===== src/rtl/spi_mem_arbiter.sv =====
// spi_mem_arbiter
// Round-robin arbiter that shares one SPI memory controller between the CPU
// instruction-fetch port and the load/store data port. It runs the
// controller's level-held start/done handshake. After each transaction it
// inserts an idle gap. It rejects unmapped addresses and illegal data sizes,
// and a watchdog aborts any transaction that the controller never completes.
`timescale 1ns/1ps

module spi_mem_arbiter #(
   parameter int TIMEOUT_CYCLES = 200,
   parameter int GAP_CYCLES     = 1
) (
   input  logic        clk,
   input  logic        rst,

   // instruction-fetch port
   input  logic        if_req,
   input  logic [31:0] if_addr,
   output logic        if_ack,
   output logic [31:0] if_rdata,
   output logic        if_err,

   // load/store port
   input  logic        d_req,
   input  logic        d_we,
   input  logic [2:0]  d_size,
   input  logic [31:0] d_addr,
   input  logic [31:0] d_wdata,
   output logic        d_ack,
   output logic [31:0] d_rdata,
   output logic        d_err,

   // SPI memory controller
   output logic        mem_start_request,
   output logic [31:0] mem_target_address,
   output logic [2:0]  mem_num_bytes,
   output logic        mem_is_write,
   output logic [31:0] mem_write_value,
   input  logic [31:0] mem_fetched_data,
   input  logic        mem_request_done,

   output logic        busy
);

   localparam int WD_W  = (TIMEOUT_CYCLES > 1) ? $clog2(TIMEOUT_CYCLES + 1) : 1;
   localparam int GAP_W = (GAP_CYCLES > 1) ? $clog2(GAP_CYCLES + 1) : 1;

   localparam logic [WD_W-1:0]  WD_LAST  = WD_W'(TIMEOUT_CYCLES - 1);
   localparam logic [GAP_W-1:0] GAP_LAST = GAP_W'(GAP_CYCLES - 1);

   // Port identifiers, used for both the round-robin pointer and the owner
   localparam logic PORT_F = 1'b0;
   localparam logic PORT_D = 1'b1;

   typedef enum logic [1:0] {
      ST_IDLE  = 2'd0,
      ST_ISSUE = 2'd1,
      ST_GAP   = 2'd2
   } state_t;

   // ------------------------------------------------------------------
   // State and registered outputs
   // ------------------------------------------------------------------
   state_t             state_q,     state_d;
   logic               rr_ptr_q,    rr_ptr_d;
   logic               owner_q,     owner_d;
   logic [WD_W-1:0]    wdog_q,      wdog_d;
   logic [GAP_W-1:0]   gap_q,       gap_d;

   logic               mem_start_q, mem_start_d;
   logic [31:0]        mem_addr_q,  mem_addr_d;
   logic [2:0]         mem_nb_q,    mem_nb_d;
   logic               mem_we_q,    mem_we_d;
   logic [31:0]        mem_wval_q,  mem_wval_d;

   logic               if_ack_q,    if_ack_d;
   logic [31:0]        if_rdata_q,  if_rdata_d;
   logic               if_err_q,    if_err_d;
   logic               d_ack_q,     d_ack_d;
   logic [31:0]        d_rdata_q,   d_rdata_d;
   logic               d_err_q,     d_err_d;
   logic               busy_q,      busy_d;

   // ------------------------------------------------------------------
   // Arbitration and request validation (combinational view of IDLE)
   // ------------------------------------------------------------------
   logic gnt_any;
   logic gnt_sel;
   logic fetch_ok;
   logic data_ok;
   logic gnt_ok;

   // Only the 0x00 and 0x01 top-byte windows are backed by SPI memory
   function automatic logic addr_mapped(input logic [7:0] top);
      return (top == 8'h00) || (top == 8'h01);
   endfunction

   function automatic logic size_legal(input logic [2:0] sz);
      return (sz == 3'd1) || (sz == 3'd2) || (sz == 3'd4);
   endfunction

   // Pick the requester: a lone request wins outright, a tie goes to rr_ptr
   always_comb begin
      gnt_any  = if_req | d_req;
      gnt_sel  = (if_req && d_req) ? rr_ptr_q : d_req;
      fetch_ok = addr_mapped(if_addr[31:24]);
      data_ok  = addr_mapped(d_addr[31:24]) && size_legal(d_size);
      gnt_ok   = (gnt_sel == PORT_D) ? data_ok : fetch_ok;
   end

   // ------------------------------------------------------------------
   // Next-state and output logic
   // ------------------------------------------------------------------
   logic        resp_fire;
   logic        resp_err;
   logic [31:0] resp_data;

   // FSM transitions, controller field loading and response generation
   always_comb begin
      state_d     = state_q;
      rr_ptr_d    = rr_ptr_q;
      owner_d     = owner_q;
      wdog_d      = wdog_q;
      gap_d       = gap_q;

      mem_start_d = mem_start_q;
      mem_addr_d  = mem_addr_q;
      mem_nb_d    = mem_nb_q;
      mem_we_d    = mem_we_q;
      mem_wval_d  = mem_wval_q;

      resp_fire   = 1'b0;
      resp_err    = 1'b0;
      resp_data   = 32'h0;

      unique case (state_q)
         ST_IDLE: begin
            if (gnt_any) begin
               owner_d  = gnt_sel;
               rr_ptr_d = ~gnt_sel;
               if (gnt_ok) begin
                  // Load the controller fields from the winner and start
                  if (gnt_sel == PORT_D) begin
                     mem_addr_d = d_addr;
                     mem_nb_d   = d_size;
                     mem_we_d   = d_we;
                     mem_wval_d = d_wdata;
                  end else begin
                     mem_addr_d = if_addr;
                     mem_nb_d   = 3'd4;
                     mem_we_d   = 1'b0;
                     mem_wval_d = 32'h0;
                  end
                  mem_start_d = 1'b1;
                  wdog_d      = '0;
                  state_d     = ST_ISSUE;
               end else begin
                  // Rejected without ever touching the controller
                  resp_fire = 1'b1;
                  resp_err  = 1'b1;
                  gap_d     = '0;
                  state_d   = ST_GAP;
               end
            end
         end

         ST_ISSUE: begin
            if (mem_request_done) begin
               // Done takes priority over a simultaneous watchdog expiry
               resp_fire   = 1'b1;
               resp_data   = mem_we_q ? 32'h0 : mem_fetched_data;
               mem_start_d = 1'b0;
               gap_d       = '0;
               state_d     = ST_GAP;
            end else if (wdog_q == WD_LAST) begin
               resp_fire   = 1'b1;
               resp_err    = 1'b1;
               mem_start_d = 1'b0;
               gap_d       = '0;
               state_d     = ST_GAP;
            end else begin
               wdog_d = wdog_q + 1'b1;
            end
         end

         ST_GAP: begin
            if (gap_q == GAP_LAST) begin
               state_d = ST_IDLE;
            end else begin
               gap_d = gap_q + 1'b1;
            end
         end

         default: begin
            state_d     = ST_IDLE;
            mem_start_d = 1'b0;
         end
      endcase

      // Steer the single response to whichever port owns the transaction
      if_ack_d   = resp_fire && (owner_d == PORT_F);
      if_err_d   = resp_fire && (owner_d == PORT_F) && resp_err;
      if_rdata_d = (resp_fire && (owner_d == PORT_F)) ? resp_data : 32'h0;
      d_ack_d    = resp_fire && (owner_d == PORT_D);
      d_err_d    = resp_fire && (owner_d == PORT_D) && resp_err;
      d_rdata_d  = (resp_fire && (owner_d == PORT_D)) ? resp_data : 32'h0;

      busy_d     = (state_d != ST_IDLE);
   end

   // ------------------------------------------------------------------
   // Register update; reset abandons any transaction without an ack
   // ------------------------------------------------------------------
   // State, counters and all registered outputs
   always_ff @(posedge clk) begin
      if (rst) begin
         state_q     <= ST_IDLE;
         rr_ptr_q    <= PORT_F;
         owner_q     <= PORT_F;
         wdog_q      <= '0;
         gap_q       <= '0;
         mem_start_q <= 1'b0;
         mem_addr_q  <= 32'h0;
         mem_nb_q    <= 3'd0;
         mem_we_q    <= 1'b0;
         mem_wval_q  <= 32'h0;
         if_ack_q    <= 1'b0;
         if_rdata_q  <= 32'h0;
         if_err_q    <= 1'b0;
         d_ack_q     <= 1'b0;
         d_rdata_q   <= 32'h0;
         d_err_q     <= 1'b0;
         busy_q      <= 1'b0;
      end else begin
         state_q     <= state_d;
         rr_ptr_q    <= rr_ptr_d;
         owner_q     <= owner_d;
         wdog_q      <= wdog_d;
         gap_q       <= gap_d;
         mem_start_q <= mem_start_d;
         mem_addr_q  <= mem_addr_d;
         mem_nb_q    <= mem_nb_d;
         mem_we_q    <= mem_we_d;
         mem_wval_q  <= mem_wval_d;
         if_ack_q    <= if_ack_d;
         if_rdata_q  <= if_rdata_d;
         if_err_q    <= if_err_d;
         d_ack_q     <= d_ack_d;
         d_rdata_q   <= d_rdata_d;
         d_err_q     <= d_err_d;
         busy_q      <= busy_d;
      end
   end

   assign if_ack             = if_ack_q;
   assign if_rdata           = if_rdata_q;
   assign if_err             = if_err_q;
   assign d_ack              = d_ack_q;
   assign d_rdata            = d_rdata_q;
   assign d_err              = d_err_q;
   assign mem_start_request  = mem_start_q;
   assign mem_target_address = mem_addr_q;
   assign mem_num_bytes      = mem_nb_q;
   assign mem_is_write       = mem_we_q;
   assign mem_write_value    = mem_wval_q;
   assign busy               = busy_q;

endmodule


===== config.mk =====
export PLATFORM = sky130hd
export DESIGN_NAME = spi_mem_arbiter
export DESIGN_NICKNAME = d
export VERILOG_FILES = /design/src/rtl/spi_mem_arbiter.sv
export SDC_FILE = /design/constraint.sdc
export NUM_CORES = 1
export LEC_CHECK = 0
export CAP_MARGIN = 30
export CORE_UTILIZATION = 40
export DETAILED_ROUTE_END_ITERATION = 6
export PLACE_DENSITY = 0.91
export SETUP_SLACK_MARGIN = 0.02
export SYNTH_ARGS = -nofsm -noshare
export SYNTH_HDL_FRONTEND = slang
export SYNTH_SLANG_ARGS = --single-unit

===== constraint.sdc =====
create_clock -name clk -period 2.6 [get_ports clk]
set_clock_uncertainty 0.15 [all_clocks]
set_input_delay 0.26 -clock clk [delete_from_list [all_inputs] [get_ports clk]]
set_output_delay 0.26 -clock clk [all_outputs]
set_load 0.05 [all_outputs]

==> metrics.md <==
| Metric | Value |
|---|---|
| Mapped Nets | `733` |
| Total CTS buffers | `17` |
| CP max FO | `32` |
| Via count | `5330` |
| Post-synth EDFFs | `0` |
| Slew Viols, Final | `0` |
| Detail Route Antenna Nets | `0` |
| DRC viols | `0` |
| Fin nets | `1003` |
| # resized after CTS | `0` |
| Max-cap check violation count | `0` |
| Clock root buffer | `clkbuf_16` |
| Gp weighted congestion | `0.858` |
| Synth Register Bits | `150` |
| Commonest non-fill, non-tap cell in the layout | `clkdlybuf4s50_1` |
| Layout cells sized above 1 | `8.44%` |
| CP endpoint kind | `flip-flop` |
| Die height | `118 microns` |
| Most frequent cells in the layout | `clkdlybuf4s50_1 (273), dfxtp_1 (150), nand2_1 (119)` |
| Post-synth ARST share | `0%` |
| Post-Synthesis Cells | `595` |
| Yosys warns | `0` |
| Cts hold-fix bufs | `0` |
| Leakage power | `3.30 nW` |
| Main synth FF type | `dfxtp_1` |
| DP Worst Slack | `0.0607 ns` |
| Final hold viol count | `0` |
| Netlist cell types | `47` |
| Startpoint Class | `flip-flop` |
| CTS tree | `built` |
| Largest net degree at the start of global routing | `40` |
| Port Buffers | `274` |
| Die area | `13900 sq um` |
| Min Tclk post-route | `2.27 ns` |
| Total track usage | `23.2%` |
| Iteration-0 DRC Markers | `337` |
| Clk_lat worst skew | `0.40 ns` |
| H-tree levels | `4` |
| Final core utilization | `69.7%` |
| CP required | `2.73 ns` |
| Avg Vias per Cell | `5.08` |
| Initial antenna violation count | `0` |
| Worst vdd ir | `0.387 mV` |
| Num ports | `275` |
| Routed WL | `15900 microns` |
| Overall Power | `0.00534 W` |
| First-pass GRT wire length | `26000 microns` |
| Final setup violation count | `0` |
| Core area | `12900 sq um` |
| Antenna Cells | `0` |
| Area grow syn2layout | `67.0%` |
| Worst Max-Slew Pin Slew | `0.561 ns` |
| CP arrival | `2.40 ns` |
| Synth Cell Area | `5370 sq um` |
| Pre-antenna DRT Iters | `5` |
| Max clock buf depth | `2` |
| Outcome | `finished, final reports clean` |
| HPWL after DPL | `11100 microns` |
| Chip width | `118 microns` |
| PwrDens | `595 nW/um^2` |
| Fin crit share | `87.2%` |
| Starting Density | `41.7%` |
| DR WL/cell | `15.1 microns` |
| Hold WC Path Type | `input pin to flip-flop` |
| Num rows | `41` |
| Relative slew margins | `62.5%` |
| Number of global-route vias before repair | `5224` |
| Post-Syn Area per Cell | `9.03 sq um` |
| Post-CTS setup buffer count | `0` |
| Seq/Total Area, Yosys | `55.9%` |
| Setup ws final | `0.334 ns` |
| Setup_tns | `0 ns` |
| Fmax | `0.441 GHz` |
| TritonCTS Sinks | `150` |
| Remaining Overflow, GRT | `0` |
| RSZ-0062 raised after global routing | `false` |
| Worst-path clk slew | `0.06 ns` |
| CP Class | `flip-flop to flip-flop` |
-- flip-flops by register name, summed over array words and instances, names as in the netlist --
name                count
owner_q                 1
mem_is_write            1
mem_target_address     32
d_ack                   1
d_err                   1
if_rdata               32
d_rdata                32
state_q                 2
if_err                  1
mem_write_value        32
busy                    1
mem_num_bytes           3
rr_ptr_q                1
wdog_q                  8
mem_start_request       1
if_ack                  1
-- cells by family (layout without fill, tap and decap cells) --
| kind of cell | count (synthesis) | count (layout) | share of synthesized area, % |
|---|---|---|---|
| AND/OR/NAND/NOR | 300 | 300 | 25.8 |
| flip-flops | 150 | 150 | 55.9 |
| AO/OA/AOI/OAI | 91 | 91 | 12.8 |
| buffers and inverters | 49 | 331 | 4.52 |
| multiplexers | 3 | 3 | 0.559 |
| adder cells (fa/ha/maj) | 1 | 1 | 0.233 |
| XOR/XNOR | 1 | 1 | 0.163 |
-- per-layer routing --
layer | vias up | GRT usage, % | share of wire, %
li1 | 2612 | - | -
met5 | - | 0 | 0
met1 | 2459 | 26.6 | 40
met3 | 24 | 6.59 | 7.2
met2 | 235 | 40.8 | 51
met4 | 0 | 8.65 | 1.6
-- per-stage QoR --
step                      std cells  area [sq um]  hold slack [ns]
after floorplan                 595          5370            0.226
after global routing           1049          8970           0.0734
after global placement         1018          8350            0.297
after CTS                      1049          8970           0.0575
final                          1049          8970           0.0763
after detailed placement       1018          8350            0.297
-- path summary, 6_finish.rpt --
path	start	slack, ns	to	depth (start not counted)
max	state_q[1]	0.33	mem_write_value[11]	6
min	rst	0.08	mem_target_address[13]	2
min reg2reg	mem_start_request	0.31	mem_start_request	1
max reg2reg	state_q[1]	0.33	mem_write_value[11]	6
-- area by class of cell --
| cell class | count | area (sq um) |
|---|---|---|
| clock inverter | 14 | 199 |
| sequential | 150 | 3000 |
| inverter | 3 | 11.3 |
| tap | 172 | 215 |
| fill | 963 | 3910 |
| timing repair buffer | 297 | 2970 |
| clock buffer | 17 | 425 |
| multi-input combinational | 396 | 2140 |
-- worst max-delay path: stages (launching register included) --
cell,delay [ns]
dfxtp_1,0.36
nor2_2,0.29
o21ai_1,0.22
or4_4,0.62
buf_4,0.27
nand4_1,0.13
o21ai_0,0.10
-- synthesized netlist by cell type (2+ instances only) --
| cell type | count | area (sq um) |
|---|---|---|
| inv_1 | 3 | 11.3 |
| buf_1 | 3 | 11.3 |
| buf_6 | 5 | 56.3 |
| a311oi_2 | 9 | 135 |
| nand2_1 | 119 | 447 |
| o2bb2ai_1 | 4 | 35.0 |
| and4_1 | 6 | 52.6 |
| clkbuf_1 | 27 | 101 |
| and2_1 | 9 | 56.3 |
| nor3_1 | 32 | 160 |
| and3_1 | 2 | 12.5 |
| a41o_1 | 3 | 30.0 |
| a31oi_1 | 2 | 12.5 |
| a211oi_1 | 2 | 15.0 |
| nand2b_1 | 2 | 12.5 |
| or4_4 | 2 | 22.5 |
| or3_1 | 2 | 12.5 |
| nand3_1 | 5 | 25.0 |
| buf_2 | 8 | 40.0 |
| o21a_1 | 2 | 15.0 |
| buf_4 | 3 | 22.5 |
| nor2_1 | 80 | 300 |
| a311oi_1 | 18 | 158 |
| a21oi_1 | 5 | 25.0 |
| o21ai_0 | 37 | 185 |
| nand4_1 | 33 | 206 |
| mux2i_1 | 3 | 30.0 |
| dfxtp_1 | 150 | 3000 |
-- where the power goes --
| group | switching [W] | internal [W] | leakage (nW) |
|---|---|---|---|
| registers | 0.00000711 | 0.00231 | 1.21 |
| logic | 0.000209 | 0.000245 | 1.78 |
| clock network | 0.000957 | 0.00161 | 0.304 |
| total | 0.00117 | 0.00417 | 3.30 |
Note: power is estimated with default switching activity, not from simulation.
